### config.mk
export PLATFORM = sky130hd
export DESIGN_NAME = instr_loader_encoder
export DESIGN_NICKNAME = d
export VERILOG_FILES = /design/src/rtl/instr_loader_encoder.sv
export SDC_FILE = /design/constraint.sdc
export NUM_CORES = 1
export LEC_CHECK = 0
export CORE_MARGIN = 2
export CORE_UTILIZATION = 38
export CTS_BUF_LIST = sky130_fd_sc_hd__clkbuf_2
export DETAILED_ROUTE_END_ITERATION = 8
export GPL_TIMING_DRIVEN = 0
export PLACE_DENSITY = 0.69
export SYNTH_ARGS = -nofsm -noshare
export SYNTH_HDL_FRONTEND = slang
export SYNTH_SLANG_ARGS = --single-unit
### constraint.sdc
create_clock -name clk -period 2.1 [get_ports clk]
set_input_delay 0.42 -clock clk [delete_from_list [all_inputs] [get_ports clk]]
set_output_delay 0.42 -clock clk [all_outputs]
set_load 0.01 [all_outputs]
### src/rtl/instr_loader_encoder.sv
// Boot-time loader: packs decoded RV32I fields into R/I/S/B machine words and
// writes them sequentially into instruction memory while holding the core in reset.
module instr_loader_encoder #(
  parameter int ADDR_WIDTH     = 8,
  parameter int DATA_WIDTH     = 32,
  parameter int OP_WIDTH       = 7,
  parameter int FUNCT3_WIDTH   = 3,
  parameter int REG_ADDR_WIDTH = 5,
  parameter int IMM_WIDTH      = 13
) (
  input  logic                      clk,
  input  logic                      rst,
  input  logic                      start,
  input  logic                      in_valid,
  output logic                      in_ready,
  input  logic [OP_WIDTH-1:0]       op,
  input  logic [FUNCT3_WIDTH-1:0]   funct3,
  input  logic                      funct7_5,
  input  logic [REG_ADDR_WIDTH-1:0] rd,
  input  logic [REG_ADDR_WIDTH-1:0] rs1,
  input  logic [REG_ADDR_WIDTH-1:0] rs2,
  input  logic [IMM_WIDTH-1:0]      imm,
  input  logic                      last,
  output logic                      imem_we,
  output logic [ADDR_WIDTH-1:0]     imem_addr,
  output logic [DATA_WIDTH-1:0]     imem_wdata,
  output logic                      cpu_rst,
  output logic                      done,
  output logic                      err,
  output logic [ADDR_WIDTH:0]       count
);

  typedef enum logic [1:0] {
    S_IDLE,
    S_LOAD,
    S_FLUSH,
    S_DONE
  } state_t;

  localparam logic [OP_WIDTH-1:0] OP_R    = 7'b0110011;
  localparam logic [OP_WIDTH-1:0] OP_LOAD = 7'b0000011;
  localparam logic [OP_WIDTH-1:0] OP_IMM  = 7'b0010011;
  localparam logic [OP_WIDTH-1:0] OP_S    = 7'b0100011;
  localparam logic [OP_WIDTH-1:0] OP_B    = 7'b1100011;

  state_t                  state;
  logic [ADDR_WIDTH-1:0]   wr_ptr;
  logic [DATA_WIDTH-1:0]   enc_word;
  logic                    supported;
  logic                    full;

  assign full = &wr_ptr;

  // NOTE: every always_comb output gets a default first so no latch is inferred.
  always_comb begin
    enc_word  = '0;
    supported = 1'b1;
    case (op)
      OP_R:           enc_word = {1'b0, funct7_5, 5'b00000, rs2, rs1, funct3, rd, op};
      OP_LOAD, OP_IMM: enc_word = {imm[11:0], rs1, funct3, rd, op};
      OP_S:           enc_word = {imm[11:5], rs2, rs1, funct3, imm[4:0], op};
      OP_B:           enc_word = {imm[12], imm[10:5], rs2, rs1, funct3, imm[4:1], imm[11], op};
      default:        supported = 1'b0;
    endcase
  end

  // NOTE: sequential state uses non-blocking assignments only.
  always_ff @(posedge clk) begin
    if (rst) begin
      state      <= S_IDLE;
      in_ready   <= 1'b0;
      imem_we    <= 1'b0;
      imem_addr  <= '0;
      imem_wdata <= '0;
      cpu_rst    <= 1'b1;
      done       <= 1'b0;
      err        <= 1'b0;
      count      <= '0;
      wr_ptr     <= '0;
    end else begin
      imem_we <= 1'b0;
      case (state)
        S_IDLE, S_DONE: begin
          if (start) begin
            state    <= S_LOAD;
            in_ready <= 1'b1;
            cpu_rst  <= 1'b1;
            done     <= 1'b0;
            err      <= 1'b0;
            count    <= '0;
            wr_ptr   <= '0;
          end
        end
        S_LOAD: begin
          if (in_valid) begin
            if (supported) begin
              imem_we    <= 1'b1;
              imem_addr  <= wr_ptr;
              imem_wdata <= enc_word;
              wr_ptr     <= wr_ptr + ADDR_WIDTH'(1);
              count      <= count + (ADDR_WIDTH+1)'(1);
            end else begin
              err <= 1'b1;
            end
            // A write into the top word ends the session even without last.
            if (last || (supported && full)) begin
              state    <= S_FLUSH;
              in_ready <= 1'b0;
            end
          end
        end
        S_FLUSH: begin
          state   <= S_DONE;
          done    <= 1'b1;
          cpu_rst <= 1'b0;
        end
        default: begin
          state    <= S_IDLE;
          in_ready <= 1'b0;
          cpu_rst  <= 1'b1;
          done     <= 1'b0;
        end
      endcase
    end
  end

endmodule
# Yosys cells after proc, flatten, opt, wreduce, memory -nomap -nowiden
# Index checks and enable logic that the tools add are counted.
op_classes:
  div_mod_pow: 0
  mul: 0
  bitwise_logic: 2
  order_cmp: 0
  mux: 25
  add_sub_neg: 2
  shift: 0
  n_eq_ne: 13
  reduce_logical: 16
op_table:
  columns: ["op", "count"]
  rows:
  - ["$pmux 32 s4", 1]
  - ["$mux 9", 3]
  - ["$mux 8", 3]
  - ["$pmux 9 s2", 1]
  - ["$pmux 8 s2", 1]
  - ["$eq 7x6->1 const B", 2]
  - ["$reduce_and 4->1", 3]
  - ["$ne 2x2->1 const B", 5]
  - ["$add 9x1->9 const B", 1]
  - ["$add 8x1->8 const B", 1]
  - ["$mux 1", 8]
  - ["$pmux 1 s2", 4]
  - ["$reduce_and 8->1", 1]
  - ["$eq 7x2->1 const B", 1]
  - ["$eq 7x5->1 const B", 1]
  - ["$eq 7x7->1 const B", 1]
  - ["$mux 2", 3]
  - ["$pmux 2 s3", 1]
  - ["$reduce_and 3->1", 2]
  - ["$reduce_or 5->1", 1]
  - ["$eq 2x2->1 const B", 2]
  - ["$reduce_bool 2->1", 2]
  - ["$reduce_or 2->1", 2]
  - ["$reduce_or 3->1", 1]
  - ["other kinds (6)", 7]
word_totals:
  ff_bits: 64
  input_bits: 44
  mem_bits_rw: 0
  latch_bits: 0
  mem_bits_ro: 0
  wordCells: 68
  memories: 0

# Longest topological paths before layout
# Gate-level depths: netlist (run 1).
depth:
  ltp_word: 8
  mapped_depth: 9
  depth_no_buf: 7

# Worst setup path before layout (run 1)
# OpenSTA, ideal clock, no wires.
synth_timing:
  kind: "register to register"
  startpoint: "register state[0]"
  endpoint: "register count[7]"
  t_required_ps: 1975
  slack_ps: 256
  period_less_slack_ps: 1844
  path_stages_with_launch: 8
  arrival_ps: 1718
  setup_time_ps: 125
  cell_sequence: "dfxtp_1 inv_1 ha_1 mux2_4 nand3_2 a2111oi_2 xnor2_1 nor2_2"
synth_between:
  elab_chain_len: 4
  word_cells_on_any_way: 10
  cone_classes: "eq/ne: 5; mux: 1; reduce/logical: 4"
synth_rtl:
  columns: ["element", "line_no", "text"]
  rows:
  - ["from (decl)", "46", "state_t state;"]
  - ["from (signal assigned)", "70", "state <= S_IDLE;"]
  - ["from (signal assigned)", "85", "state <= S_LOAD;"]
  - ["from (signal assigned)", "107", "state <= S_FLUSH;"]
  - ["$eq 2x2->1 or $logic_not 2->1 (tied branches)", "82", "case (state)"]
  - ["$reduce_or 2->1", "82", null]
  - ["$ne 2x2->1 (no source line) or $reduce_bool 2->1 (tied branches)", null, null]
  - ["$reduce_and 4->1 (no source line)", null, null]
  - ["to (signal assigned)", "101", "count <= count + (ADDR_WIDTH+1)'(1);"]
  - ["to (decl)", "30", "output logic [ADDR_WIDTH:0] count"]
# Several ways; a longest one is shown, not always the timed one.
# A chain may end at the register's enable or synchronous reset.

# Final worst setup path (run 1)
# Ends and elaborated chain as after synthesis.

==> results of run 1 <==
==> worst min path at each step <==
stage	start	end	slack [ns]
global route	op[6]	imem_wdata[6]$_SDFFE_PP0P_	0.31
floorplan	wr_ptr[7]$_SDFFE_PP0P_	imem_addr[7]$_SDFFE_PP0P_	0.45
detailed placement	imem_wdata[3]$_SDFFE_PP0P_	imem_wdata[3]$_SDFFE_PP0P_	0.44
CTS	op[6]	imem_wdata[6]$_SDFFE_PP0P_	0.27
finish	op[6]	imem_wdata[6]$_SDFFE_PP0P_	0.34
global placement	imem_wdata[12]$_SDFFE_PP0P_	imem_wdata[12]$_SDFFE_PP0P_	0.44
==> final cells by class <==
class	count	area (sq um)
clock inverter	7	62.6
timing repair buffer	95	951
fill	700	3180
clock buffer	9	45.0
multi-input combinational	233	1460
sequential	64	1280
buffer	18	86.3
inverter	6	22.5
tap	99	124
==> logic make-up after synthesis <==
group	Yosys count
and+or+nand+nor	135
DFF	64
xor gates and xnor gates	13
buffers and inverters	24
adders and majority gates	6
muxes	3
AOI/OAI and AO/OA	76
==> per-stage QoR <==
stage | utilization | setup slack [ns]
after floorplan | - | 0.256
after global placement | 0.540 | -0.282
after detailed placement | 0.540 | -0.340
after CTS | 0.555 | 0.0519
after global routing | 0.559 | 0.0194
final | 0.559 | 0.154
==> per-layer routing <==
layer,vias up,track usage,routed length (um)
met1,1203,0.253,3570
met2,73,0.289,3390
met3,10,0.0427,345
met4,0,0.0949,155
met5,-,0,0
li1,1339,-,-
==> flip-flops by register name (all words and copies together), names as in the netlist <==
register,flops
err,1
done,1
cpu_rst,1
state,2
in_ready,1
count,9
wr_ptr,8
imem_we,1
imem_wdata,32
imem_addr,8
==> placed cells by master, fill, tap and decap left out, drive strengths merged, types with 2 or more instances in the layout <==
master	n
a222oi	5
o21ai	5
nor2	40
a21oi	37
nand2	53
a211oi	7
xnor2	10
mux2	3
a22o	7
o2111ai	3
and4	2
nand2b	2
clkinv	4
nand3	9
ha	6
or3	5
dfxtp	64
xor2	3
clkdlybuf4s50	95
inv	6
a31oi	2
clkbuf	18
and3	6
buf	9
o211ai	2
a2111oi	4
clkinvlp	2
and2	5
nand4	2
nor3	5
==> power by group <==
group | switching (mW) | internal [mW]
sequential | 0.0337 | 1.26
combinational | 0.399 | 0.298
clock | 0.440 | 0.262
total | 0.872 | 1.82
==> critical path, stage by stage (launching register included) <==
cell	delay, ns
dfxtp_2	0.39
inv_1	0.07
ha_1	0.39
mux2_4	0.30
nand3_2	0.12
a2111oi_2	0.39
xnor2_1	0.18
nor2_2	0.04
==> flow_summary.yaml, run 1 <==
clock_network:
  clkTransAtPathRegs_ns: 0.16
  holdBufCountCts: 0
  cts_tree: "done"
  clk_latency_ns: 0.49
  cts_htree_levels: 3
  cts.sinks: 64
  numCtsBuffers: 9
  clk_path_buf_depth: 2
  post_cts_buffers: 0
  cts_resized: 0
  cts_root_buf: "clkbuf_2"
global_route:
  grt_pass1_vias: 2464
  grt_max_degree: 12
  overflow: 0
  track_usage: 0.190
  grt_antenna_before_repair: 0
  grt_pass1_wl_mm: 12.3
sta:
  whs_ns: 0.336
  finClkSkew_ns: 0.0206
  slew_violations: 0
  setup_tns_ns: 0
  hold_viol_final: 0
  fin_crit_sh: 0.927
  fmax_mhz: 514
  setup_viol: 0
  relSlewSlack: 0.666
  rsz0062_at_grt: "false"
  worst_slew_pin_slew_ns: 0.501
  finalCriticalPeriod_ns: 1.95
layout:
  num_antenna_cells: 0
  num-nets-final: 477
  finalNonFillerCells: 531
  area_delta_synth_final_pct: 42.8
  layout-drive-gt1-share: 0.109
  final_area_sq_um: 4030
die:
  start_util: 0.391
  dieArea_sq_um: 8140
  core.rowCount: 31
  dieHeight_um: 90.2
  die_w_um: 90.2
  coreArea_sq_um: 7210
  ios: 98
detailed_routing:
  num_vias: 2625
  wl_per_cell_um: 14.1
  drc: 0
  routed_wl_mm: 7.46
  dr.first_iter.drc_count: 125
  firstDrtPassIters: 4
  via_per_inst: 4.94
  postRouteAntennaNets: 0
flow_run:
  cap_violations: 0
logic_synthesis:
  netlist.area_leader.share: 0.454
  synthXorXnorAreaFrac: 0.0403
  synth_simple_gate_area_share: 0.232
  synth_common_cells: "64 x dfxtp_1, 53 x nand2_1, 39 x nor2_1"
  ys_warn_count: 0
  postSynthCellCount: 321
  synth_compound_area_frac: 0.196
  synth-edff-count: 0
  synth.most_common_cell: "dfxtp_1"
  synth.top_cells.by_area: "dfxtp_1 45%, nand2_1 7.0%, a21oi_1 6.6%"
  syn-num-nets: 371
  yosysSeqAreaShare: 0.454
  synthAdderAreaFrac: 0.0266
  yosysUniqueCellTypes: 49
  async_flop_share: 0
  synth_area_sq_um: 2820
  avgSynthCellArea_sq_um: 8.80
  yosys.area.top_type: "dfxtp_1"
  ys_ff_latch: 64
  synthMuxAreaShare: 0.0133
  synth_flop_cell: "dfxtp_1"
  synth_top_family_by_area: "simple AND/OR/NAND/NOR gates"
worst_setup_path:
  worstSetupStartpointType: "register"
  reg2reg_depth: 7
  setup.worst_path.end: "count[7]$_SDFFE_PP0P_"
  worstPathRequired_ns: 2.49
  endpoint_kind: "register"
  worstSetupPathType: "register to register"
  critical_path.startpoint: "state[0]$_SDFFE_PP0P_"
  rr_startpoint: "state[0]$_SDFFE_PP0P_"
  path_max_fanout: 7
  regToRegEndpoint: "count[7]$_SDFFE_PP0P_"
  regToRegSetupSlack_ns: 0.15
  cp.arrival_ns: 2.33
pwr:
  peakVddDrop_v: 0.000468
  finalPower_mw: 2.70
  p_per_area_nw_per_um2: 669
  leakagePower_nw: 1.41
place:
  place.gp.congestion: 0.890
  dp.cells: 515
  hpwl_mm: 5.65
  dpl_cell_area_sq_um: 3900
  io_buffers: 95
worst_hold_path:
  min_path_type: "input pin to register"
  whs_path_depth: 3
run_status:
  run_status: "finished clean"
(Power assumes the default switching activity.)
==> run 2, diff against run 1 <==
- CELL_PAD_IN_SITES_DETAIL_PLACEMENT: default -> 0
- CELL_PAD_IN_SITES_GLOBAL_PLACEMENT: default -> 1
- CORE_UTILIZATION: 38 -> 34
- PLACE_DENSITY: 0.69 -> default
- PLACE_DENSITY_LB_ADDON: default -> 0.1
==> run 2 against run 1 <==
Net effect: first-iteration DRC count decreased by 30%; via count increased by 0.95%; critical path depth decreased by 6; worst hold slack improved by 0.048 ns; cell area increased by 0.16%; utilization decreased by 6.2 points; cell count increased by 1.1%; setup slack got worse by 0.019 ns; combinational power increased by 5.7%.
==> flow_summary.yaml, run 2 (same netlist as run 1, synthesis figures left out) <==
run_status:
  run_status: "finished clean"
clock_network:
  cts_tree: "done"
  numCtsBuffers: 9
  cts_htree_levels: 3
  clk_path_buf_depth: 2
  clk_latency_ns: 0.47
  cts.sinks: 64
  clkTransAtPathRegs_ns: 0.19
  cts_root_buf: "clkbuf_2"
pwr:
  finalPower_mw: 2.63
  peakVddDrop_v: 0.000483
  leakagePower_nw: 1.40
  p_per_area_nw_per_um2: 651
die:
  coreArea_sq_um: 8130
  core.rowCount: 33
  die_w_um: 95.1
  dieHeight_um: 95.1
  ios: 98
  start_util: 0.347
  dieArea_sq_um: 9050
worst_setup_path:
  critical_path.startpoint: "count[2]$_SDFFE_PP0P_"
  worstSetupStartpointType: "register"
  regToRegEndpoint: "count[5]$_SDFFE_PP0P_"
  regToRegSetupSlack_ns: 0.15
  worstPathRequired_ns: 1.68
  cpPeakStageDelay_ns: 0.58
  critPathBufInv: 1
  reg2reg_depth: 7
  worstSetupPathType: "register to primary output"
  path_cells: "clkdlybuf4s50_1"
  setup.worst_path.end: "count[2]"
  crit_slowest_cell: "clkdlybuf4s50_1"
  path_max_fanout: 4
  endpoint_kind: "primary output"
  worst-path-stages: 1
  rr_startpoint: "state[0]$_SDFFE_PP0P_"
  cp.arrival_ns: 1.54
  crit_family: "buffers and inverters"
global_route:
  track_usage: 0.179
  top_usage_layer: "met1"
  met3_usage: 0.0451
  overflow: 0
  grt_antenna_before_repair: 0
  grt_max_degree: 12
  grt_util_met2: 0.255
  grt_pass1_wl_mm: 12.3
  grt_use_met1: 0.257
  grt_pass1_vias: 2413
detailed_routing:
  firstDrtPassIters: 5
  routed_wl_mm: 7.89
  wl_per_cell_um: 14.7
  drc: 0
  via_per_inst: 4.93
  postRouteAntennaNets: 0
  num_vias: 2650
  dr.first_iter.drc_count: 87
sta:
  relSlewSlack: 0.645
  whs_ns: 0.385
  rsz0062_at_grt: "true"
  slew_violations: 0
  finClkSkew_ns: 0.0267
  fmax_mhz: 509
  setup_tns_ns: 0
  setup_viol: 0
  hold_viol_final: 0
  worst_slew_pin_slew_ns: 0.532
  fin_crit_sh: 0.935
  finalCriticalPeriod_ns: 1.96
layout:
  largest_reg_flops: 32
  num-nets-final: 477
  nFillCells: 819
  mostFrequentLayoutCells: "95 x clkdlybuf4s50_1, 63 x dfxtp_1, 53 x nand2_1"
  largestRegisters: "imem_wdata x32, count x9"
  finalNonFillerCells: 537
  final_common_cell: "clkdlybuf4s50_1"
  area_delta_synth_final_pct: 43.0
  num_antenna_cells: 0
  layout-drive-gt1-share: 0.109
  top_register: "imem_wdata"
place:
  hpwl_mm: 5.90
  dp.cells: 521
  place.gp.congestion: 0.762
  io_buffers: 95
worst_hold_path:
  whs_path_depth: 3
  min_path_type: "input pin to register"
flow_run:
  cap_violations: 0
## run 2: changes by cell type in the layout (fill, tap and decap cells not counted)
| cell | change |
|---|---|
| clkinvlp_4 | +1 |
| nor3_2 | -1 |
| a31oi_4 | +1 |
| clkinv_1 | +1 |
| clkinv_2 | -1 |
| bufinv_16 | -1 |
| nor3_4 | +1 |
| nand2b_1 | -1 |
| a31oi_2 | -1 |
| nand2b_4 | +1 |
## run 2: through the flow
step | setup slack, ns | cell area [sq um] | util
after floorplan | 0.256 | 2820 | -
after global placement | -0.316 | 3910 | 0.480
after detailed placement | -0.356 | 3910 | 0.480
after CTS | 0.0123 | 3990 | 0.491
after global routing | -0.0155 | 4040 | 0.496
final | 0.136 | 4040 | 0.496
## run 2: repair_timing
item	in CTS	in global routing
hold buffers	0	0
setup endpoints to repair	0	23
buffers inserted	0	0
resized for setup	0	11
## run 2: power by group
group	switching (mW)	total [mW]	internal, mW
registers	0.0348	1.30	1.26
clock network	0.450	0.591	0.141
logic	0.428	0.737	0.309
total	0.913	2.63	1.71
## run 2: worst min-delay path by stage
stage | slack [ns] | to | start
6_report | 0.38 | imem_wdata[6]$_SDFFE_PP0P_ | op[6]
5_1_grt | 0.35 | imem_wdata[6]$_SDFFE_PP0P_ | op[6]
4_1_cts | 0.31 | imem_wdata[6]$_SDFFE_PP0P_ | op[6]
3_5_place_dp | 0.44 | imem_wdata[2]$_SDFFE_PP0P_ | imem_wdata[2]$_SDFFE_PP0P_
3_3_place_gp | 0.44 | imem_wdata[14]$_SDFFE_PP0P_ | imem_wdata[14]$_SDFFE_PP0P_
2_1_floorplan | 0.45 | imem_addr[7]$_SDFFE_PP0P_ | wr_ptr[7]$_SDFFE_PP0P_
## run 2: per-layer routing
| layer | wire [um] | vias to the layer above | share of wire |
|---|---|---|---|
| li1 | - | 1345 | - |
| met1 | 3940 | 1209 | 0.50 |
| met2 | 3360 | 86 | 0.43 |
| met3 | 489 | 10 | 0.062 |
| met4 | 103 | 0 | 0.013 |
| met5 | 0 | - | 0 |
## run 2: cell type report
type	count	area, sq um	area share
buffer	18	86.3	0.0214
multi-input combinational	233	1480	0.367
clock inverter	7	38.8	0.00961
timing repair buffer	95	951	0.236
sequential	64	1280	0.318
clock buffer	9	45.0	0.0112
inverter	6	22.5	0.00558
tap	105	131	0.0325
==> run 3, diff against run 2 <==
- CAP_MARGIN: default -> 20
==> results of run 3 <==
Same layout as run 2: the final DEF is identical, and so are final timing and power.
